### config.mk
export PLATFORM = sky130hd
export DESIGN_NAME = mips_gpio_port
export DESIGN_NICKNAME = d
export VERILOG_FILES = /design/src/rtl/mips_gpio_port.sv
export SDC_FILE = /design/constraint.sdc
export NUM_CORES = 1
export LEC_CHECK = 0
export ABC_CLOCK_PERIOD_IN_PS = 4200
export CORE_UTILIZATION = 49
export CTS_BUF_LIST = sky130_fd_sc_hd__clkbuf_8
export CTS_CLUSTER_SIZE = 8
export DETAILED_ROUTE_END_ITERATION = 8
export PLACE_DENSITY = 0.84
export SLEW_MARGIN = 20
export SYNTH_ARGS = -nofsm -noshare
export SYNTH_HDL_FRONTEND = slang
export SYNTH_SLANG_ARGS = --single-unit
### constraint.sdc
create_clock -name clk -period 4.2 [get_ports clk]
set_input_delay 0.84 -clock clk [delete_from_list [all_inputs] [get_ports clk]]
set_output_delay 0.84 -clock clk [all_outputs]
set_load 0.005 [all_outputs]
### src/rtl/mips_gpio_port.sv
// Memory-mapped GPIO for the single-cycle MIPS core: OUT latch, debounced IN,
// sticky rising-edge capture (W1C) and a masked level interrupt.
module mips_gpio_port #(
   parameter logic [31:0] BASE_ADDR       = 32'h1001_0040,
   parameter int unsigned DEBOUNCE_CYCLES = 16
) (
   input  logic        clk,
   input  logic        reset,
   input  logic [31:0] Address,
   input  logic [31:0] WriteData,
   input  logic        MemWrite,
   input  logic        MemRead,
   output logic [31:0] ReadData,
   output logic        Hit,
   input  logic [7:0]  PortIn,
   output logic [31:0] PortOut,
   output logic        IRQ
);

   typedef enum logic [0:0] {
      ST_STABLE   = 1'b0,
      ST_COUNTING = 1'b1
   } db_state_t;

   localparam logic [15:0] CNT_LAST = 16'(DEBOUNCE_CYCLES - 1);

   logic [31:0] out_r;
   logic [7:0]  edge_r;
   logic        irq_en_r;
   logic [7:0]  edge_mask_r;
   logic        irq_r;
   logic [7:0]  sync1_r;
   logic [7:0]  sync2_r;
   logic [7:0]  debounced_r;
   logic [7:0]  sample_r;
   logic [15:0] cnt_r;
   db_state_t   state_r;

   logic        hit_s;
   logic        wr_s;
   logic [1:0]  offset_s;
   logic        load_s;
   logic [7:0]  edge_rise_s;
   logic [7:0]  edge_clr_s;
   logic [31:0] rdata_s;
   logic        unused_s;

   assign hit_s    = (Address[31:4] == BASE_ADDR[31:4]);
   assign wr_s     = MemWrite & hit_s;
   assign offset_s = Address[3:2];
   assign unused_s = ^Address[1:0];

   // Debounced value is loaded once the sample held steady through the last count
   always_comb begin
      load_s = 1'b0;
      if (state_r == ST_COUNTING) begin
         load_s = (sync2_r != debounced_r) && (sync2_r == sample_r) && (cnt_r == CNT_LAST);
      end else if (DEBOUNCE_CYCLES == 1) begin
         load_s = (sync2_r != debounced_r);
      end else begin
         load_s = 1'b0;
      end
   end

   // Rising edges of the debounced inputs and W1C clear strobes
   always_comb begin
      edge_rise_s = 8'h00;
      edge_clr_s  = 8'h00;
      if (load_s) begin
         edge_rise_s = sync2_r & ~debounced_r;
      end else begin
         edge_rise_s = 8'h00;
      end
      if (wr_s && (offset_s == 2'd2)) begin
         edge_clr_s = WriteData[7:0];
      end else begin
         edge_clr_s = 8'h00;
      end
   end

   // Two-flop synchronizer on the raw switch inputs
   always_ff @(posedge clk or posedge reset) begin
      if (reset) begin
         sync1_r <= 8'h00;
         sync2_r <= 8'h00;
      end else begin
         sync1_r <= PortIn;
         sync2_r <= sync1_r;
      end
   end

   // Shared debounce FSM: any change restarts the count with the new sample
   always_ff @(posedge clk or posedge reset) begin
      if (reset) begin
         state_r     <= ST_STABLE;
         cnt_r       <= 16'd0;
         sample_r    <= 8'h00;
         debounced_r <= 8'h00;
      end else begin
         case (state_r)
            ST_STABLE: begin
               if (sync2_r != debounced_r) begin
                  if (load_s) begin
                     debounced_r <= sync2_r;
                  end else begin
                     state_r  <= ST_COUNTING;
                     cnt_r    <= 16'd1;
                     sample_r <= sync2_r;
                  end
               end
            end
            ST_COUNTING: begin
               if (sync2_r == debounced_r) begin
                  state_r <= ST_STABLE;
                  cnt_r   <= 16'd0;
               end else if (sync2_r != sample_r) begin
                  cnt_r    <= 16'd1;
                  sample_r <= sync2_r;
               end else if (load_s) begin
                  debounced_r <= sync2_r;
                  state_r     <= ST_STABLE;
                  cnt_r       <= 16'd0;
               end else begin
                  cnt_r <= cnt_r + 16'd1;
               end
            end
            default: begin
               state_r <= ST_STABLE;
               cnt_r   <= 16'd0;
            end
         endcase
      end
   end

   // Bus-writable registers; a set on EDGE wins over a same-cycle clear
   always_ff @(posedge clk or posedge reset) begin
      if (reset) begin
         out_r       <= 32'h0000_0000;
         edge_r      <= 8'h00;
         irq_en_r    <= 1'b0;
         edge_mask_r <= 8'h00;
         irq_r       <= 1'b0;
      end else begin
         if (wr_s && (offset_s == 2'd0)) begin
            out_r <= WriteData;
         end
         if (wr_s && (offset_s == 2'd3)) begin
            irq_en_r    <= WriteData[0];
            edge_mask_r <= WriteData[15:8];
         end
         edge_r <= (edge_r & ~edge_clr_s) | edge_rise_s;
         irq_r  <= irq_en_r & (|(edge_r & edge_mask_r));
      end
   end

   // Zero-latency read mux for the single-cycle core
   always_comb begin
      rdata_s = 32'h0000_0000;
      if (MemRead && hit_s) begin
         case (offset_s)
            2'd0:    rdata_s = out_r;
            2'd1:    rdata_s = {24'h00_0000, debounced_r};
            2'd2:    rdata_s = {24'h00_0000, edge_r};
            2'd3:    rdata_s = {16'h0000, edge_mask_r, 7'h00, irq_en_r};
            default: rdata_s = 32'h0000_0000;
         endcase
      end else begin
         rdata_s = 32'h0000_0000;
      end
   end

   assign ReadData = rdata_s;
   assign Hit      = hit_s;
   assign PortOut  = out_r;
   assign IRQ      = irq_r;

endmodule
==> flow_metrics.py, run 1 <==
metrics = {
    "worst_setup_path": {
        "cp-end-kind": "output port",
        "crit_buf_inv": 3,
        "rrSetupSlack_ns": 1.72,
        "critPathLaunchType": "input port",
        "worstPathMaxFanout": 16,
        "rr_startpoint": "cnt_r[0]$_DFFE_PP0P_",
        "max_stage_delay_ns": 0.51,
        "worst_ep_required_time_ns": 3.36,
        "cp_common_cell": "clkdlybuf4s50_1",
        "worst_r2r_path_depth": 6,
        "cp_top_family": "simple AND/OR/NAND/NOR gates",
        "r2r_end": "cnt_r[6]$_DFFE_PP0P_",
        "critPathKind": "input port to output port",
        "worst_ep_arrival_time_ns": 3.20,
        "worst_path_max_delay_cell": "clkdlybuf4s50_1",
        "cp_cell_sequence": "clkdlybuf4s50_1 > nor4_1 > nand4_1 > or3_1 > nor3_4 > buf_4 > and2_1 > clkdlybuf4s50_1",
    },
    "grt": {
        "grt_max_degree": 54,
        "grt_use_met1_pct": 30.7,
        "gr-max-usage-layer": "met2",
        "grt_overflow": 0,
        "grt_pass1_vias": 3672,
        "gr-usage-met2_pct": 40.1,
        "grt.total_usage_pct": 23.7,
        "grt.met3_usage_pct": 3.20,
        "antenna_found_initial": 0,
        "grt_pass1_wl_um": 18400,
    },
    "worst_hold_path": {
        "hold_end": "sync2_r[4]$_DFF_PP0_",
        "hold_path.class": "register to register",
        "hp-start": "sync1_r[4]$_DFF_PP0_",
        "hold_path_depth": 0,
    },
    "power_and_ir_drop": {
        "p_leak_nw": 2.77,
        "ir_worst_vdd_mv": 0.216,
        "power_mw": 1.66,
        "power_density_nw_per_um2": 258,
    },
    "synth": {
        "synth-seq-cells": 99,
        "yosysWarnings": 0,
        "ys.flop_type": "dfrtp_1",
        "synth_common_cells": "dfrtp_1 (99), mux2_1 (51), nor2_1 (31)",
        "avgSynthCellArea_um2": 11.6,
        "seq_area_frac_synth_pct": 52.7,
        "synth_area_um2": 4700,
        "syn_nets": 489,
        "ys_types": 43,
        "synth_area_leaders": "dfrtp_1 (53%), mux2_1 (12%), and2_1 (2.9%), nor2_1 (2.5%), ha_1 (2.4%)",
        "netlist.area_leader.share_pct": 52.7,
        "synth_edf_count": 0,
        "synth.most_common_cell": "dfrtp_1",
        "syn-instance-count": 404,
        "yosysTopAreaCell": "dfrtp_1",
        "postSynth.asyncResetShare_pct": 100,
    },
    "cells_and_area": {
        "area_growth_pct": 36.5,
        "finalNonFillerCells": 678,
        "nets": 629,
        "n_antenna_cell": 0,
        "drive_gt1_share_pct": 7.29,
        "fin_area_um2": 6420,
    },
    "floorplan": {
        "die_h_um": 99.9,
        "dieArea_um2": 9990,
        "ios": 142,
        "die_w_um": 99.9,
        "rows": 35,
        "start_util_pct": 50.6,
        "core-area_um2": 9280,
    },
    "clocking": {
        "clkTransAtPathRegs_ns": 0.09,
        "ctsHoldBuffers": 0,
        "numCtsBuffers": 9,
        "clock_latency_ns": 0.36,
        "cts_resized": 0,
        "clockRootBuffer": "clkbuf_8",
        "clock-sinks": 99,
        "post_cts_buffers": 0,
        "clock_path_buffers": 2,
        "cts_tree": "yes",
        "htree_levels": 3,
    },
    "sta": {
        "period_minus_slack_ns": 4.04,
        "timing.hold.ws_ns": 0.357,
        "maxSlewViolCount": 0,
        "worstMarginPinSlew_ns": 1.09,
        "setup_viol": 0,
        "fmax_mhz": 248,
        "slew_headroom_pct": 26.8,
        "fin_skew_ns": 0.0129,
        "finalCritPeriodShare_pct": 96.1,
        "tns_ns": 0,
        "finalHoldViolCount": 0,
    },
    "run_status": {
        "status": "finished, final reports clean",
    },
    "placed_design": {
        "post-dp-hpwl_um": 8650,
        "portBuffers": 139,
        "dpl_cell_area_um2": 6230,
        "dpl.cell_count": 662,
        "place_congestion": 0.838,
    },
    "routing": {
        "wl_per_cell_um": 16.9,
        "ant_nets": 0,
        "routed_wl_um": 11400,
        "drt-pass1-iter-count": 4,
        "viasPerCell": 5.55,
        "drtIter0Drc": 218,
        "via_count": 3766,
        "drc": 0,
    },
    "flow_run": {
        "maxCapViolCount": 0,
    },
}
-- worst register-to-register path, delay by kind of cell, from the launching register on --
family | cells | cell delay (ns)
and+or+nand+nor | 3 | 1.36
adders and majority gates | 1 | 0.24
AOI/OAI and AO/OA | 2 | 0.39
DFF | 1 | 0.42
-- where the power goes --
part           switching (mW)  internal, mW  total (mW)
logic                  0.0548        0.0798       0.135
registers             0.00976         0.964       0.974
clock network           0.330         0.219       0.550
-- per-stage QoR --
stage,setup slack (ns),util [%]
after global routing,-0.0799,69.1
after CTS,0.169,69.1
after detailed placement,0.175,67.2
after global placement,0.222,67.2
after floorplan,0.770,-
final,0.163,69.1
-- logic make-up (layout without fill, tap and decap cells) --
kind of cell    after synthesis  after routing  share of synthesized area [%]
xor+xnor                      8              8                           1.49
flops                        99             99                           52.7
fa+ha+maj                     9              9                           2.40
compound gates               59             59                           8.97
mux                          64             64                           15.4
buf+inv                      34            179                           3.35
simple gates                131            131                           15.7
-- registers in the layout (all words and copies together) (netlist names), 8 cells and up --
register     count
edge_r           8
cnt_r           16
sync1_r          8
sample_r         8
debounced_r      8
sync2_r          8
PortOut         32
edge_mask_r      8
-- cell type report --
type | instances | area [um2]
tap | 129 | 161
fill | 681 | 2870
inverter | 15 | 58.8
sequential | 99 | 2480
multi-input combinational | 271 | 2070
clock inverter | 7 | 52.6
timing repair buffer | 148 | 1470
clock buffer | 9 | 124
-- metal layers --
| metal | wire (um) | share of wire [%] | up-vias |
|---|---|---|---|
| met3 | 584 | 5.1 | 20 |
| met4 | 272 | 2.4 | 0 |
| met5 | 0 | 0 | - |
| li1 | - | - | 1745 |
| met1 | 4850 | 42 | 1867 |
| met2 | 5720 | 50 | 134 |
-- how the worst max path moves through the flow --
stage	startpoint	end	slack (ns)	cells after the start
2_1_floorplan	reset	IRQ$_DFF_PP0_	0.77	1
3_3_place_gp	Address[12]	ReadData[19]	0.22	8
3_5_place_dp	Address[4]	ReadData[19]	0.18	8
4_1_cts	Address[4]	ReadData[19]	0.17	8
5_1_grt	Address[13]	ReadData[19]	-0.08	8
6_report	Address[13]	ReadData[19]	0.16	8
-- placed cells by master (no fill, tap or decap), types with 5 or more instances in the layout --
| cell | netlist | layout |
|---|---|---|
| nand3_1 | 13 | 13 |
| a21oi_1 | 10 | 10 |
| mux2i_1 | 7 | 7 |
| xnor2_1 | 8 | 8 |
| nand2_1 | 14 | 14 |
| a31oi_1 | 6 | 6 |
| nor2_1 | 31 | 31 |
| nand4_1 | 9 | 9 |
| buf_4 | 6 | 8 |
| clkbuf_8 | 0 | 9 |
| nor4_1 | 8 | 7 |
| and2_1 | 22 | 22 |
| a22o_1 | 9 | 9 |
| mux2_2 | 5 | 5 |
| a221o_1 | 6 | 6 |
| inv_1 | 15 | 14 |
| ha_1 | 9 | 9 |
| dfrtp_1 | 99 | 99 |
| and3_1 | 5 | 5 |
| a22oi_1 | 12 | 12 |
| mux2_1 | 51 | 51 |
| o21ai_0 | 5 | 5 |
| clkdlybuf4s50_1 | 0 | 139 |
| nor3_1 | 10 | 10 |
Note: power is estimated with default switching activity, not from simulation.
==> inputs of run 2 (changes only) <==
--- a/config.mk
+++ b/config.mk
@@ -10,6 +10,7 @@
 export CTS_BUF_LIST = sky130_fd_sc_hd__clkbuf_8
 export CTS_CLUSTER_SIZE = 8
 export DETAILED_ROUTE_END_ITERATION = 8
+export MAX_ROUTING_LAYER = met4
 export PLACE_DENSITY = 0.84
 export SLEW_MARGIN = 20
 export SYNTH_ARGS = -nofsm -noshare
==> flow_metrics.py, run 2 (synthesis gave the netlist of run 1 again) <==
metrics = {
    "clocking": {
        "clockRootBuffer": "clkbuf_8",
        "htree_levels": 3,
        "cts_tree": "yes",
        "clock_latency_ns": 0.36,
        "numCtsBuffers": 9,
        "ctsHoldBuffers": 0,
        "cts_resized": 0,
        "clkTransAtPathRegs_ns": 0.09,
        "post_cts_buffers": 0,
        "clock_path_buffers": 2,
        "clock-sinks": 99,
    },
    "sta": {
        "timing.hold.ws_ns": 0.357,
        "period_minus_slack_ns": 4.04,
        "finalCritPeriodShare_pct": 96.3,
        "setup_viol": 0,
        "slew_headroom_pct": 25.6,
        "tns_ns": 0,
        "worstMarginPinSlew_ns": 1.11,
        "fin_ws_ns": 0.157,
        "fin_skew_ns": 0.0101,
        "finalHoldViolCount": 0,
        "fmax_mhz": 247,
        "maxSlewViolCount": 0,
    },
    "grt": {
        "grt.total_usage_pct": 24.5,
        "grt_max_degree": 54,
        "grt_overflow": 0,
        "grt_pass1_vias": 3662,
        "antenna_found_initial": 0,
        "grt_pass1_wl_um": 18400,
    },
    "cells_and_area": {
        "num-fill-cells": 681,
        "finalNonFillerCells": 678,
        "n_antenna_cell": 0,
        "nets": 629,
        "drive_gt1_share_pct": 7.29,
        "fin_area_um2": 6420,
        "area_growth_pct": 36.5,
        "largest_reg_flops": 32,
        "layout_common_cells": "clkdlybuf4s50_1 (139), dfrtp_1 (99), mux2_1 (51)",
        "fin_util_pct": 69.1,
        "final_common_cell": "clkdlybuf4s50_1",
    },
    "worst_setup_path": {
        "crit_start": "Address[12]",
        "cp_common_cell": "clkdlybuf4s50_1",
        "max_stage_delay_ns": 0.51,
        "critPathKind": "input port to output port",
        "rrSetupSlack_ns": 1.71,
        "rr_startpoint": "cnt_r[0]$_DFFE_PP0P_",
        "worstPathMaxFanout": 16,
        "critPathLaunchType": "input port",
        "worst_ep_arrival_time_ns": 3.20,
        "worst_ep_required_time_ns": 3.36,
        "worst_path_max_delay_cell": "clkdlybuf4s50_1",
        "cp-end-kind": "output port",
        "cp_cell_sequence": "clkdlybuf4s50_1 > nor4_1 > nand4_1 > or3_1 > nor3_4 > buf_4 > and2_1 > clkdlybuf4s50_1",
    },
    "floorplan": {
        "ios": 142,
        "die_h_um": 99.9,
        "rows": 35,
        "die_w_um": 99.9,
        "core-area_um2": 9280,
        "start_util_pct": 50.6,
        "dieArea_um2": 9990,
    },
    "routing": {
        "viasPerCell": 5.56,
        "via_count": 3773,
        "wl_per_cell_um": 16.8,
        "drt-pass1-iter-count": 5,
        "ant_nets": 0,
        "drtIter0Drc": 251,
        "drc": 0,
        "routed_wl_um": 11400,
    },
    "flow_run": {
        "maxCapViolCount": 0,
    },
    "worst_hold_path": {
        "hp-start": "sync1_r[4]$_DFF_PP0_",
        "hold_path.class": "register to register",
    },
    "placed_design": {
        "dp_slack_ns": 0.175,
        "post-dp-hpwl_um": 8650,
        "dpl_cell_area_um2": 6230,
        "dpl.cell_count": 662,
        "place_congestion": 0.851,
        "portBuffers": 139,
    },
    "power_and_ir_drop": {
        "ir_worst_vdd_mv": 0.215,
        "power_density_nw_per_um2": 258,
        "power_mw": 1.66,
        "p_leak_nw": 2.77,
    },
    "run_status": {
        "status": "finished, final reports clean",
    },
}
[run 2: cell counts in the layout (fill, tap and decap cells not counted)]
No cell type changed its count.
[run 2: area by class of cell]
cell class              instances  area [um2]  share of cell area, %
well taps                     129         161                   2.52
multi-input cells             271        2070                   32.3
repair buffers                148        1470                   22.9
inverters                      15        58.8                  0.916
clock buffers                   9         124                   1.93
clock inverters                 7        52.6                  0.819
flip-flops and latches         99        2480                   38.6
[run 2: per-layer routing]
layer | vias to the layer above | wire, um | global-route usage [%]
met5 | - | 0 | -
met4 | 0 | 257 | 10.4
met3 | 18 | 593 | 2.99
met2 | 139 | 5740 | 40.2
met1 | 1873 | 4820 | 30.8
li1 | 1743 | - | -
[run 2: power breakdown]
| group | switching, mW | total (mW) | internal [mW] |
|---|---|---|---|
| combinational | 0.0547 | 0.135 | 0.0798 |
| sequential | 0.00961 | 0.974 | 0.964 |
| clock | 0.329 | 0.549 | 0.219 |
[run 2: final timing paths]
path,depth (start not counted),end
worst max-delay path,8,ReadData[19]
worst min-delay path,0,sync2_r[4]$_DFF_PP0_
worst max register to register,6,cnt_r[6]$_DFFE_PP0P_
worst min register to register,0,sync2_r[4]$_DFF_PP0_
max in group asynchronous,3,sync2_r[1]$_DFF_PP0_
min in group asynchronous,2,cnt_r[3]$_DFFE_PP0P_
[run 2: worst max-delay path, delay by kind of cell]
family / cells / cell delay (ns)
buffers and inverters: 3 / 1.14
AND/OR/NAND/NOR: 5 / 1.22
==> inputs of run 3 (changes only) <==
--- a/config.mk
+++ b/config.mk
@@ -5,7 +5,7 @@
 export SDC_FILE = /design/constraint.sdc
 export NUM_CORES = 1
 export LEC_CHECK = 0
-export ABC_CLOCK_PERIOD_IN_PS = 4200
+export ABC_CLOCK_PERIOD_IN_PS = 3900
 export CORE_UTILIZATION = 49
 export CTS_BUF_LIST = sky130_fd_sc_hd__clkbuf_8
 export CTS_CLUSTER_SIZE = 8
==> constraint.sdc (replaced) <==
create_clock -name clk -period 3.9 [get_ports clk]
set_input_delay 0.78 -clock clk [delete_from_list [all_inputs] [get_ports clk]]
set_output_delay 0.78 -clock clk [all_outputs]
set_load 0.005 [all_outputs]
==> flow_metrics.py, run 3 (synthesis gave the netlist of run 1 again) <==
metrics = {
    "sta": {
        "fin_ws_ns": 0.0755,
        "rsz0062_at_grt": "false",
        "fmax_mhz": 261,
        "finalHoldViolCount": 0,
        "tns_ns": 0,
        "slew_headroom_pct": 44.4,
        "setup_viol": 0,
        "maxSlewViolCount": 0,
        "finalCritPeriodShare_pct": 98.1,
        "period_minus_slack_ns": 3.82,
        "worstMarginPinSlew_ns": 0.833,
        "fin_skew_ns": 0.00825,
    },
    "clocking": {
        "clkTransAtPathRegs_ns": 0.09,
        "htree_levels": 3,
        "clock-sinks": 99,
        "clockRootBuffer": "clkbuf_8",
        "cts_tree": "yes",
        "clock_latency_ns": 0.37,
        "ctsHoldBuffers": 0,
        "clock_path_buffers": 2,
        "numCtsBuffers": 9,
    },
    "routing": {
        "routed_wl_um": 11700,
        "via_count": 3760,
        "drtIter0Drc": 248,
        "viasPerCell": 5.52,
        "ant_nets": 0,
        "drc": 0,
        "wl_per_cell_um": 17.1,
        "drt-pass1-iter-count": 5,
    },
    "worst_setup_path": {
        "cp-end-kind": "output port",
        "critPathLaunchType": "input port",
        "worstPathMaxFanout": 16,
        "critPathKind": "input port to output port",
        "worst_ep_required_time_ns": 3.12,
        "rrSetupSlack_ns": 1.55,
        "worst_ep_arrival_time_ns": 3.04,
    },
    "grt": {
        "grt_max_degree": 69,
        "grt_overflow": 0,
        "antenna_found_initial": 0,
        "grt.total_usage_pct": 24.9,
        "gr-max-usage-layer": "met2",
        "grt_pass1_wl_um": 18700,
        "gr-usage-met2_pct": 41.8,
        "grt_pass1_vias": 3777,
        "grt.met3_usage_pct": 3.62,
        "grt_use_met1_pct": 30.2,
    },
    "worst_hold_path": {
        "hold_path.class": "register to register",
    },
    "floorplan": {
        "core-area_um2": 9280,
        "dieArea_um2": 9990,
        "die_w_um": 99.9,
        "rows": 35,
        "ios": 142,
        "start_util_pct": 50.6,
        "die_h_um": 99.9,
    },
    "power_and_ir_drop": {
        "ir_worst_vdd_mv": 0.202,
        "p_leak_nw": 2.81,
        "power_density_nw_per_um2": 280,
    },
    "placed_design": {
        "place_congestion": 0.834,
        "dpl.cell_count": 665,
        "dp_slack_ns": 0.0238,
        "post-dp-hpwl_um": 8800,
        "portBuffers": 139,
    },
    "cells_and_area": {
        "final_common_cell": "clkdlybuf4s50_1",
        "drive_gt1_share_pct": 7.97,
        "n_antenna_cell": 0,
        "layout_common_cells": "clkdlybuf4s50_1 (139), dfrtp_1 (99), mux2_1 (51)",
        "area_growth_pct": 37.8,
        "largest_reg_flops": 32,
        "finalNonFillerCells": 681,
        "nets": 632,
    },
    "run_status": {
        "status": "finished, final reports clean",
    },
    "flow_run": {
        "maxCapViolCount": 0,
    },
}
-- run 3: per-stage QoR --
stage | total power, mW | cell area, um2 | utilization, % | hold slack, ns
6_report | 1.82 | 6480 | 69.8 | 0.355
5_1_grt | 1.88 | 6480 | 69.8 | 0.366
4_1_cts | 1.83 | 6450 | 69.5 | 0.358
3_5_place_dp | 1.22 | 6270 | 67.5 | 0.337
3_3_place_gp | 1.21 | 6270 | 67.5 | 0.334
2_1_floorplan | 1.12 | 4700 | - | 0.331
-- run 3: path summary, 6_finish.rpt --
kind | start | to | cells after the start
setup reg to reg | cnt_r[0]$_DFFE_PP0P_ | debounced_r[7]$_DFFE_PP0P_ | 5
max in group asynchronous | reset | sample_r[7]$_DFFE_PP0P_ | 3
min in group asynchronous | reset | cnt_r[13]$_DFFE_PP0P_ | 2
hold / removal | sync1_r[0]$_DFF_PP0_ | sync2_r[0]$_DFF_PP0_ | 0
hold reg to reg | sync1_r[0]$_DFF_PP0_ | sync2_r[0]$_DFF_PP0_ | 0
setup / recovery | Address[13] | ReadData[19] | 8
-- run 3: where the power goes --
group	switching, mW	internal, mW	total (mW)
clock	0.375	0.242	0.617
sequential	0.0104	1.04	1.05
combinational	0.0616	0.0877	0.149
total	0.447	1.37	1.82
-- run 3: per-layer routing --
metal	vias to the layer above	wire length [um]
met5	-	0
met3	22	445
met4	0	281
li1	1746	-
met1	1876	4890
met2	116	6060
-- run 3: area by class of cell --
cell class                      instances  area, um2
Timing Repair Buffer                  151       1510
Clock buffer                            9        124
Multi-Input combinational cell        271       2090
Fill cell                             687       2810
Tap cell                              129        161
Clock inverter                          7       58.8
Inverter                               15       58.8
Sequential cell                        99       2480
-- run 3: what timing repair did --
item | in CTS | in global routing
buffers inserted | 0 | 0
resized for setup | 0 | 3
setup endpoints to repair | 0 | 16
endpoints found under the hold margin | 0 | 0
-- run 3: critical path: stages --
cell and delay (ns):
clkdlybuf4s50_1 0.44, nor4_2 0.30, nand4_1 0.17, or3_4 0.41
nor3_4 0.15, buf_12 0.15, and2_1 0.12, clkdlybuf4s50_1 0.51
